--- src/rtl/alu_seq_unit_pkg.sv ---
// Shared definitions for the execute-stage ALU: opcodes, FSM states,
// and the bit positions of the {Z,C,N,V} status nibble.
package alu_seq_unit_pkg;

    localparam logic [3:0] OP_MOV = 4'b0001;
    localparam logic [3:0] OP_ADD = 4'b0010;
    localparam logic [3:0] OP_ADC = 4'b0011;
    localparam logic [3:0] OP_SUB = 4'b0100;
    localparam logic [3:0] OP_SBC = 4'b0101;
    localparam logic [3:0] OP_AND = 4'b0110;
    localparam logic [3:0] OP_ORR = 4'b0111;
    localparam logic [3:0] OP_EOR = 4'b1000;
    localparam logic [3:0] OP_MVN = 4'b1001;
    localparam logic [3:0] OP_MUL = 4'b1010;
    localparam logic [3:0] OP_MLA = 4'b1011;

    localparam int ST_Z = 3;
    localparam int ST_C = 2;
    localparam int ST_N = 1;
    localparam int ST_V = 0;

    typedef enum logic {
        IDLE    = 1'b0,
        MUL_RUN = 1'b1
    } state_t;

endpackage

--- src/rtl/alu_seq_unit_mul_iter.sv ---
// Iterative shift-add multiplier for MUL/MLA; retires BITS multiplier
// bits per cycle and holds the product until the top takes it.
module alu_mul_iter #(
    parameter int W    = 32,
    parameter int BITS = 1
) (
    input  logic         i_Clk,
    input  logic         i_Rst_n,
    input  logic         start,
    input  logic         abort,
    input  logic         take,
    input  logic         accumulate,
    input  logic [W-1:0] a,
    input  logic [W-1:0] b,
    input  logic [W-1:0] c,
    output logic         done,
    output logic [W-1:0] product
);

    localparam int STEPS = W / BITS;
    localparam int CNT_W = $clog2(STEPS + 1);

    logic [W-1:0]     a_q;
    logic [W-1:0]     b_q;
    logic [W-1:0]     acc_q;
    logic [W-1:0]     step;
    logic [CNT_W-1:0] cnt;
    logic             busy;

    always_comb begin
        step = acc_q;
        for (int j = 0; j < BITS; j++) begin
            if (b_q[j]) step = step + (a_q << j);
        end
    end

    always_ff @(posedge i_Clk or negedge i_Rst_n) begin
        if (!i_Rst_n) begin
            a_q   <= '0;
            b_q   <= '0;
            acc_q <= '0;
            cnt   <= '0;
            busy  <= 1'b0;
        end else if (abort) begin
            cnt  <= '0;
            busy <= 1'b0;
        end else if (start) begin
            a_q   <= a;
            b_q   <= b;
            acc_q <= accumulate ? c : '0;
            cnt   <= CNT_W'(STEPS);
            busy  <= 1'b1;
        end else if (busy) begin
            if (cnt != '0) begin
                acc_q <= step;
                a_q   <= a_q << BITS;
                b_q   <= b_q >> BITS;
                cnt   <= cnt - 1'b1;
            end else if (take) begin
                busy <= 1'b0;
            end
        end
    end

    assign done    = busy & (cnt == '0);
    assign product = acc_q;

endmodule

--- src/rtl/alu_seq_unit.sv ---
// Registered, handshaked execute-stage ALU with optional iterative
// MUL/MLA path, enabled by defining ALU_SEQ_MUL_EN.
module alu_seq_unit
    import alu_seq_unit_pkg::*;
#(
    parameter int DATA_WIDTH         = 32,
    parameter int MUL_BITS_PER_CYCLE = 1
) (
    input  logic                  i_Clk,
    input  logic                  i_Rst_n,
    input  logic                  i_Flush,
    input  logic                  i_Valid,
    output logic                  o_Ready,
    input  logic [3:0]            i_Sigs_Control,
    input  logic [DATA_WIDTH-1:0] i_A,
    input  logic [DATA_WIDTH-1:0] i_B,
    input  logic [DATA_WIDTH-1:0] i_C,
    input  logic                  i_Sig_Carry_In,
    output logic                  o_Valid,
    input  logic                  i_Ready,
    output logic [DATA_WIDTH-1:0] o_ALU_Result,
    output logic [3:0]            o_Status
);

    localparam int W = DATA_WIDTH;

    state_t       state;
    logic         accept;
    logic         slot_free;
    logic [W-1:0] bop;
    logic         cin;
    logic [W:0]   sum;
    logic [W-1:0] alu_res;
    logic         alu_c;
    logic         alu_v;
    logic [3:0]   alu_st;
    logic         is_mul;
    logic         mul_take;
    logic [W-1:0] mul_res;
    logic [3:0]   mul_st;

    assign slot_free = !o_Valid | i_Ready;
    assign o_Ready   = (state == IDLE) & slot_free;
    assign accept    = i_Valid & o_Ready;

    // Subtraction reuses the adder as A + ~B + carry.
    always_comb begin
        bop = '0;
        cin = 1'b0;
        unique case (i_Sigs_Control)
            OP_ADD: bop = i_B;
            OP_ADC: begin bop = i_B;  cin = i_Sig_Carry_In; end
            OP_SUB: begin bop = ~i_B; cin = 1'b1;           end
            OP_SBC: begin bop = ~i_B; cin = i_Sig_Carry_In; end
            default: ;
        endcase
    end

    assign sum = {1'b0, i_A} + {1'b0, bop} + {{W{1'b0}}, cin};

    always_comb begin
        alu_res = '0;
        alu_c   = i_Sig_Carry_In;
        alu_v   = 1'b0;
        unique case (i_Sigs_Control)
            OP_MOV: alu_res = i_B;
            OP_MVN: alu_res = ~i_B;
            OP_AND: alu_res = i_A & i_B;
            OP_ORR: alu_res = i_A | i_B;
            OP_EOR: alu_res = i_A ^ i_B;
            OP_ADD, OP_ADC, OP_SUB, OP_SBC: begin
                alu_res = sum[W-1:0];
                alu_c   = sum[W];
                alu_v   = (i_A[W-1] == bop[W-1])
                        & (sum[W-1] != i_A[W-1]);
            end
            default: alu_res = '0;
        endcase
    end

    always_comb begin
        alu_st       = '0;
        alu_st[ST_Z] = (alu_res == '0);
        alu_st[ST_C] = alu_c;
        alu_st[ST_N] = alu_res[W-1];
        alu_st[ST_V] = alu_v;
    end

`ifdef ALU_SEQ_MUL_EN
    logic mul_start;
    logic mul_done;
    logic mul_cin;

    assign is_mul    = (i_Sigs_Control == OP_MUL)
                     | (i_Sigs_Control == OP_MLA);
    assign mul_start = accept & is_mul & !i_Flush;
    assign mul_take  = (state == MUL_RUN) & mul_done & slot_free;

    alu_mul_iter #(
        .W    (W),
        .BITS (MUL_BITS_PER_CYCLE)
    ) u_mul (
        .i_Clk      (i_Clk),
        .i_Rst_n    (i_Rst_n),
        .start      (mul_start),
        .abort      (i_Flush),
        .take       (mul_take),
        .accumulate (i_Sigs_Control == OP_MLA),
        .a          (i_A),
        .b          (i_B),
        .c          (i_C),
        .done       (mul_done),
        .product    (mul_res)
    );

    always_ff @(posedge i_Clk or negedge i_Rst_n) begin
        if (!i_Rst_n) mul_cin <= 1'b0;
        else if (mul_start) mul_cin <= i_Sig_Carry_In;
    end

    always_comb begin
        mul_st       = '0;
        mul_st[ST_Z] = (mul_res == '0);
        mul_st[ST_C] = mul_cin;
        mul_st[ST_N] = mul_res[W-1];
        mul_st[ST_V] = 1'b0;
    end
`else
    logic unused_c;

    assign unused_c = ^i_C;
    assign is_mul   = 1'b0;
    assign mul_take = 1'b0;
    assign mul_res  = '0;
    assign mul_st   = '0;
`endif

    always_ff @(posedge i_Clk or negedge i_Rst_n) begin
        if (!i_Rst_n) begin
            state        <= IDLE;
            o_Valid      <= 1'b0;
            o_ALU_Result <= '0;
            o_Status     <= '0;
        end else if (i_Flush) begin
            state   <= IDLE;
            o_Valid <= 1'b0;
        end else if (mul_take) begin
            state        <= IDLE;
            o_Valid      <= 1'b1;
            o_ALU_Result <= mul_res;
            o_Status     <= mul_st;
        end else if (accept & !is_mul) begin
            o_Valid      <= 1'b1;
            o_ALU_Result <= alu_res;
            o_Status     <= alu_st;
        end else begin
            if (accept) state <= MUL_RUN;
            if (o_Valid & i_Ready) o_Valid <= 1'b0;
        end
    end

endmodule
--- config.mk ---
export PLATFORM = sky130hd
export DESIGN_NAME = alu_seq_unit
export DESIGN_NICKNAME = d
export VERILOG_FILES = /design/src/rtl/alu_seq_unit_pkg.sv /design/src/rtl/alu_seq_unit_mul_iter.sv /design/src/rtl/alu_seq_unit.sv
export SDC_FILE = /design/constraint.sdc
export NUM_CORES = 1
export LEC_CHECK = 0
export CORE_ASPECT_RATIO = 1.75
export CORE_MARGIN = 2
export CORE_UTILIZATION = 47
export DETAILED_ROUTE_END_ITERATION = 6
export GPL_TIMING_DRIVEN = 0
export PLACE_DENSITY = 0.79
export SYNTH_ARGS = -nofsm -noshare
export SYNTH_HDL_FRONTEND = slang
export SYNTH_SLANG_ARGS = --single-unit
--- constraint.sdc ---
create_clock -name i_Clk -period 2.3 [get_ports i_Clk]
set_input_delay 0.46 -clock i_Clk [delete_from_list [all_inputs] [get_ports i_Clk]]
set_output_delay 0.46 -clock i_Clk [all_outputs]
set_load 0.005 [all_outputs]
==> results summary <==
The number of buffers added to fix hold violations after cts came out at 0. The synthesized design devotes to its leading area cell type 18.95% of total area. The reg-to-reg setup timing slack came out at -650 ps. The commonest cells after synthesis are sky130_fd_sc_hd__nand2_1 (123), sky130_fd_sc_hd__ha_1 (95), sky130_fd_sc_hd__o21ai_0 (82). The post-synthesis sequential area ratio is 14.36%. The synthesized area per cell is just over 7 um^2.

On the critical path the largest part of the delay comes from simple AND/OR/NAND/NOR gates. The total count of hold-check failures in the final report came out at 0. The number of warnings issued by yosys came out at 0. The shortest clock period the worst path allows after layout came out at 4525 ps.

The tool flagged a number of max-cap violations equal to 0. Clock-pin slew was measured on the worst setup and hold paths at 50 ps. The number of antenna violations at the first check in global routing came out at 0. The global-route wire length before repair is 38960 um. The H-tree generated during clock tree synthesis spans 2 levels. The die extent in x is 91.33 um. In this run the cell area of the synthesized design comes to 0.006272 mm^2. The net count of the finished layout is 1258.

The worst-path maximum fanout is 4. The endpoint identified for the worst register-to-register timing path is o_Status[3]. The number of fill cells in the layout came out at 1047. After layout, the worst path uses 196.7% of the clock period.

The clock latency reported for the late side of the worst-skew pair is 280 ps. The fraction of registers with async set/reset came out at 100.0%. The run finished, with violations left. By area the synthesized netlist is led by sky130_fd_sc_hd__ha_1 (19%), sky130_fd_sc_hd__dfrtp_1 (14%), sky130_fd_sc_hd__nand2_1 (7.4%). The TritonCTS clock tree is yes. In this run the remaining antenna-violating nets after routing total 0. The number of detailed-routing iterations run before antenna repair is 6. The worst voltage drop across the vdd grid is approximately 260 uV.

The delay of the slowest cell on the worst path is 520 ps. In this run the critical register-to-register path is launched from o_Valid. The residual DRC count came out at 0. The count of port buffers added during placement is 110. Setup repair after global routing could not meet its margin everywhere.

Yosys mapped the design onto 78 distinct sky130hd cell types. The core region area came out at 0.01301 mm^2. The overall routing resource usage is roughly 34%. sky130_fd_sc_hd__nand2_1 is the most common cell in the netlist. The number of antenna diodes in the final layout is 0. The routed layout has around 7.7k vias. The y dimension of the die is 156.8 um.

The share of post-route cells with drive strength above 1 came out at 22.35%. The total overflow reported by the global router is 0. The power per unit of standard cell area is 405.2 mW/mm^2.

The number of endpoints failing setup at the final stage is 35. The via count of the first global-routing pass came out at 7533. In the final timing run, aggregate negative setup slack is -41560 ps. The HPWL reported at the end of detailed placement came out at 18690 um. The pin count of the biggest net entering global routing is 37. The maximum clock skew at final layout is 5.296 ps. The global placer's final weighted congestion came out at 0.9732.

The routed via count divided by cell count is 6.251. The worst setup path is of the in -> reg kind. The smallest hold slack is between 200 and 250 ps. The arrival time at the worst endpoint is between 4000 and 5000 ps. The checks that failed: negative setup slack. The cell repeated most along the worst path is sky130_fd_sc_hd__buf_12. Once the floorplan was initialized, standard cells occupied between 40 and 50% of the core. The number of storage elements in the synthesis netlist is 36. The prevailing post-synth register cell is sky130_fd_sc_hd__dfrtp_1. The floorplan has 55 rows. The number of buffers and inverters on the critical path is 5. The maximum clock insertion buffer count came out at 2. The post-synthesis instance total came out at approximately 900. After layout, the design draws a total of 3750 uW. The number of sinks on the clock net is 36.

For this design, the slowest cell found on the critical path is sky130_fd_sc_hd__or4b_4. The growth of design area from synthesis to finish came out at 47.54%. The CTS buffer count is 5. Summed over all cells, the static leakage comes to 0.004082 uW. The transition time at the pin with the least slew margin is 943.5 ps. The logic depth of the worst register-to-register path came out at 11. The synthesized design spends more area on one cell type than any other, namely sky130_fd_sc_hd__ha_1. The startpoint type of the worst setup path is a primary input. The buffer type at the clock tree root is sky130_fd_sc_hd__clkbuf_16. The synthesized netlist net count is 1079.

The number of max-slew violations in the final report came to 0. The number of placed I/O pins came out at 144. The number of synthesized flops with an enable pin came out at 0. The worst relative slew slack is a little under two fifths. The worst setup slack after layout is -2225 ps. The die area is 0.01432 mm^2. Dividing the detail-routed wire length by the instance count gives slightly above 20 um.

The min-delay analysis places its worst path in the category in -> async. The wire length reported by the detailed router is about 25000 um. The signal on the critical path passes through clkbuf_16, buf_12, buf_12, buf_12, nor3b_4, clkbuf_8, a21oi_4, fa_2, fa_2, and2b_2, o2111ai_4, a311oi_4, o31ai_4, a21o_1, a211oi_2, nand3_1, or4b_4, nor4_4, a32o_1. The worst setup path is captured at a register. Timing analysis after detailed placement gives a worst setup slack of -3734 ps. The violation count after the first detailed-route iteration is between 600 and 700. The maximum frequency from static timing analysis came out at 0.2210 GHz. The critical path required time came out at 2520 ps.
==> cell type report <==
class                   count  area (um^2)  area share, %
repair buffers            177         1632          17.63
plain buffers              54        491.7          5.314
inverters                  71        269.0          2.907
clock inverters             3        90.09         0.9735
well taps                 171        214.0          2.312
flip-flops and latches     36        900.9          9.735
clock buffers               5        125.1          1.352
multi-input cells         710         5532          59.78
==> per-layer routing <==
metal / global-route usage (%) / vias up / wire [um]
li1: - / 3516 / -
met1: 37.06 / 3623 / 9036
met2: 62.29 / 399 / 12660
met3: 3.130 / 132 / 1428
met4: 24.60 / 0 / 2006
met5: 0 / - / 0
==> power breakdown <==
group          switching, uW  internal, uW
Combinational           1010           941
Clock                    261           731
Sequential              61.8           745
Total                   1330          2420
==> worst reg2reg max path, stage by stage (launching register included) <==
cell and delay (ps):
sky130_fd_sc_hd__dfrtp_1 370, sky130_fd_sc_hd__nor2b_1 150, sky130_fd_sc_hd__inv_1 80, sky130_fd_sc_hd__nand3b_1 280, sky130_fd_sc_hd__a221oi_1 370, sky130_fd_sc_hd__o21ai_2 180, sky130_fd_sc_hd__nor4_1 310, sky130_fd_sc_hd__nand4_1 160
sky130_fd_sc_hd__nor4_1 310, sky130_fd_sc_hd__nand3_1 170, sky130_fd_sc_hd__nor4_4 310, sky130_fd_sc_hd__a32o_1 200
==> how the worst max path moves through the flow <==
stage,start,end,slack [ps],cells after the start
after detailed placement,i_Sigs_Control[0],o_Status[3],-3730,20
after global placement,i_Sigs_Control[0],o_Status[3],-3700,20
final,i_Sigs_Control[3],o_Status[3],-2220,19
after floorplan,i_Sigs_Control[3],o_Status[3],-2200,19
after CTS,i_Sigs_Control[3],o_Status[3],-2210,20
after global routing,i_Sigs_Control[3],o_Status[3],-2310,19
==> state kept, by name (all words and copies together), names as in the netlist <==
| signal | cells |
|---|---|
| o_Valid | 1 |
| o_Status | 4 |
| o_ALU_Result | 31 |
==> repair_timing <==
item / in CTS / in global routing
resized for setup: 141 / 61
setup endpoints to repair: 35 / 35
setup buffers: 54 / 14
pin swaps: 45 / 30
==> logic make-up (layout without fill, tap and decap cells) <==
kind of cell | count (synthesis) | after routing | share of synthesized area (%)
multiplexers | 13 | 13 | 2.274
flip-flops | 36 | 36 | 14.36
AND/OR/NAND/NOR | 283 | 283 | 20.51
adder cells (fa/ha/maj) | 97 | 97 | 19.59
AO/OA/AOI/OAI | 281 | 281 | 30.12
buffers and inverters | 130 | 310 | 8.119
XOR/XNOR | 36 | 36 | 5.027
==> cell usage in the layout, fill, tap and decap left out, drive strengths merged, types with 9 or more instances in the layout <==
master         instances
a21o                  11
a21oi                 49
a221o                  9
a221oi                13
a22oi                 10
a31oi                 10
buf                   86
clkbuf                42
clkdlybuf4s50        106
dfrtp                 36
ha                    95
inv                   71
mux2                  10
nand2                123
nand3                 13
nand4                 11
nor2                  70
nor3                  17
o211ai                 9
o21a                  11
o21ai                 82
o22ai                 27
xnor2                 29
==> per-stage QoR <==
stage	util, %	std cells	instance area, um^2
6_report	71.15	1227	9254
5_1_grt	71.15	1227	9254
4_1_cts	68.47	1215	8905
3_5_place_dp	59.49	1157	7737
3_3_place_gp	59.53	1157	7742
2_1_floorplan	-	876	6427
Power figures use the tool's default switching activity.
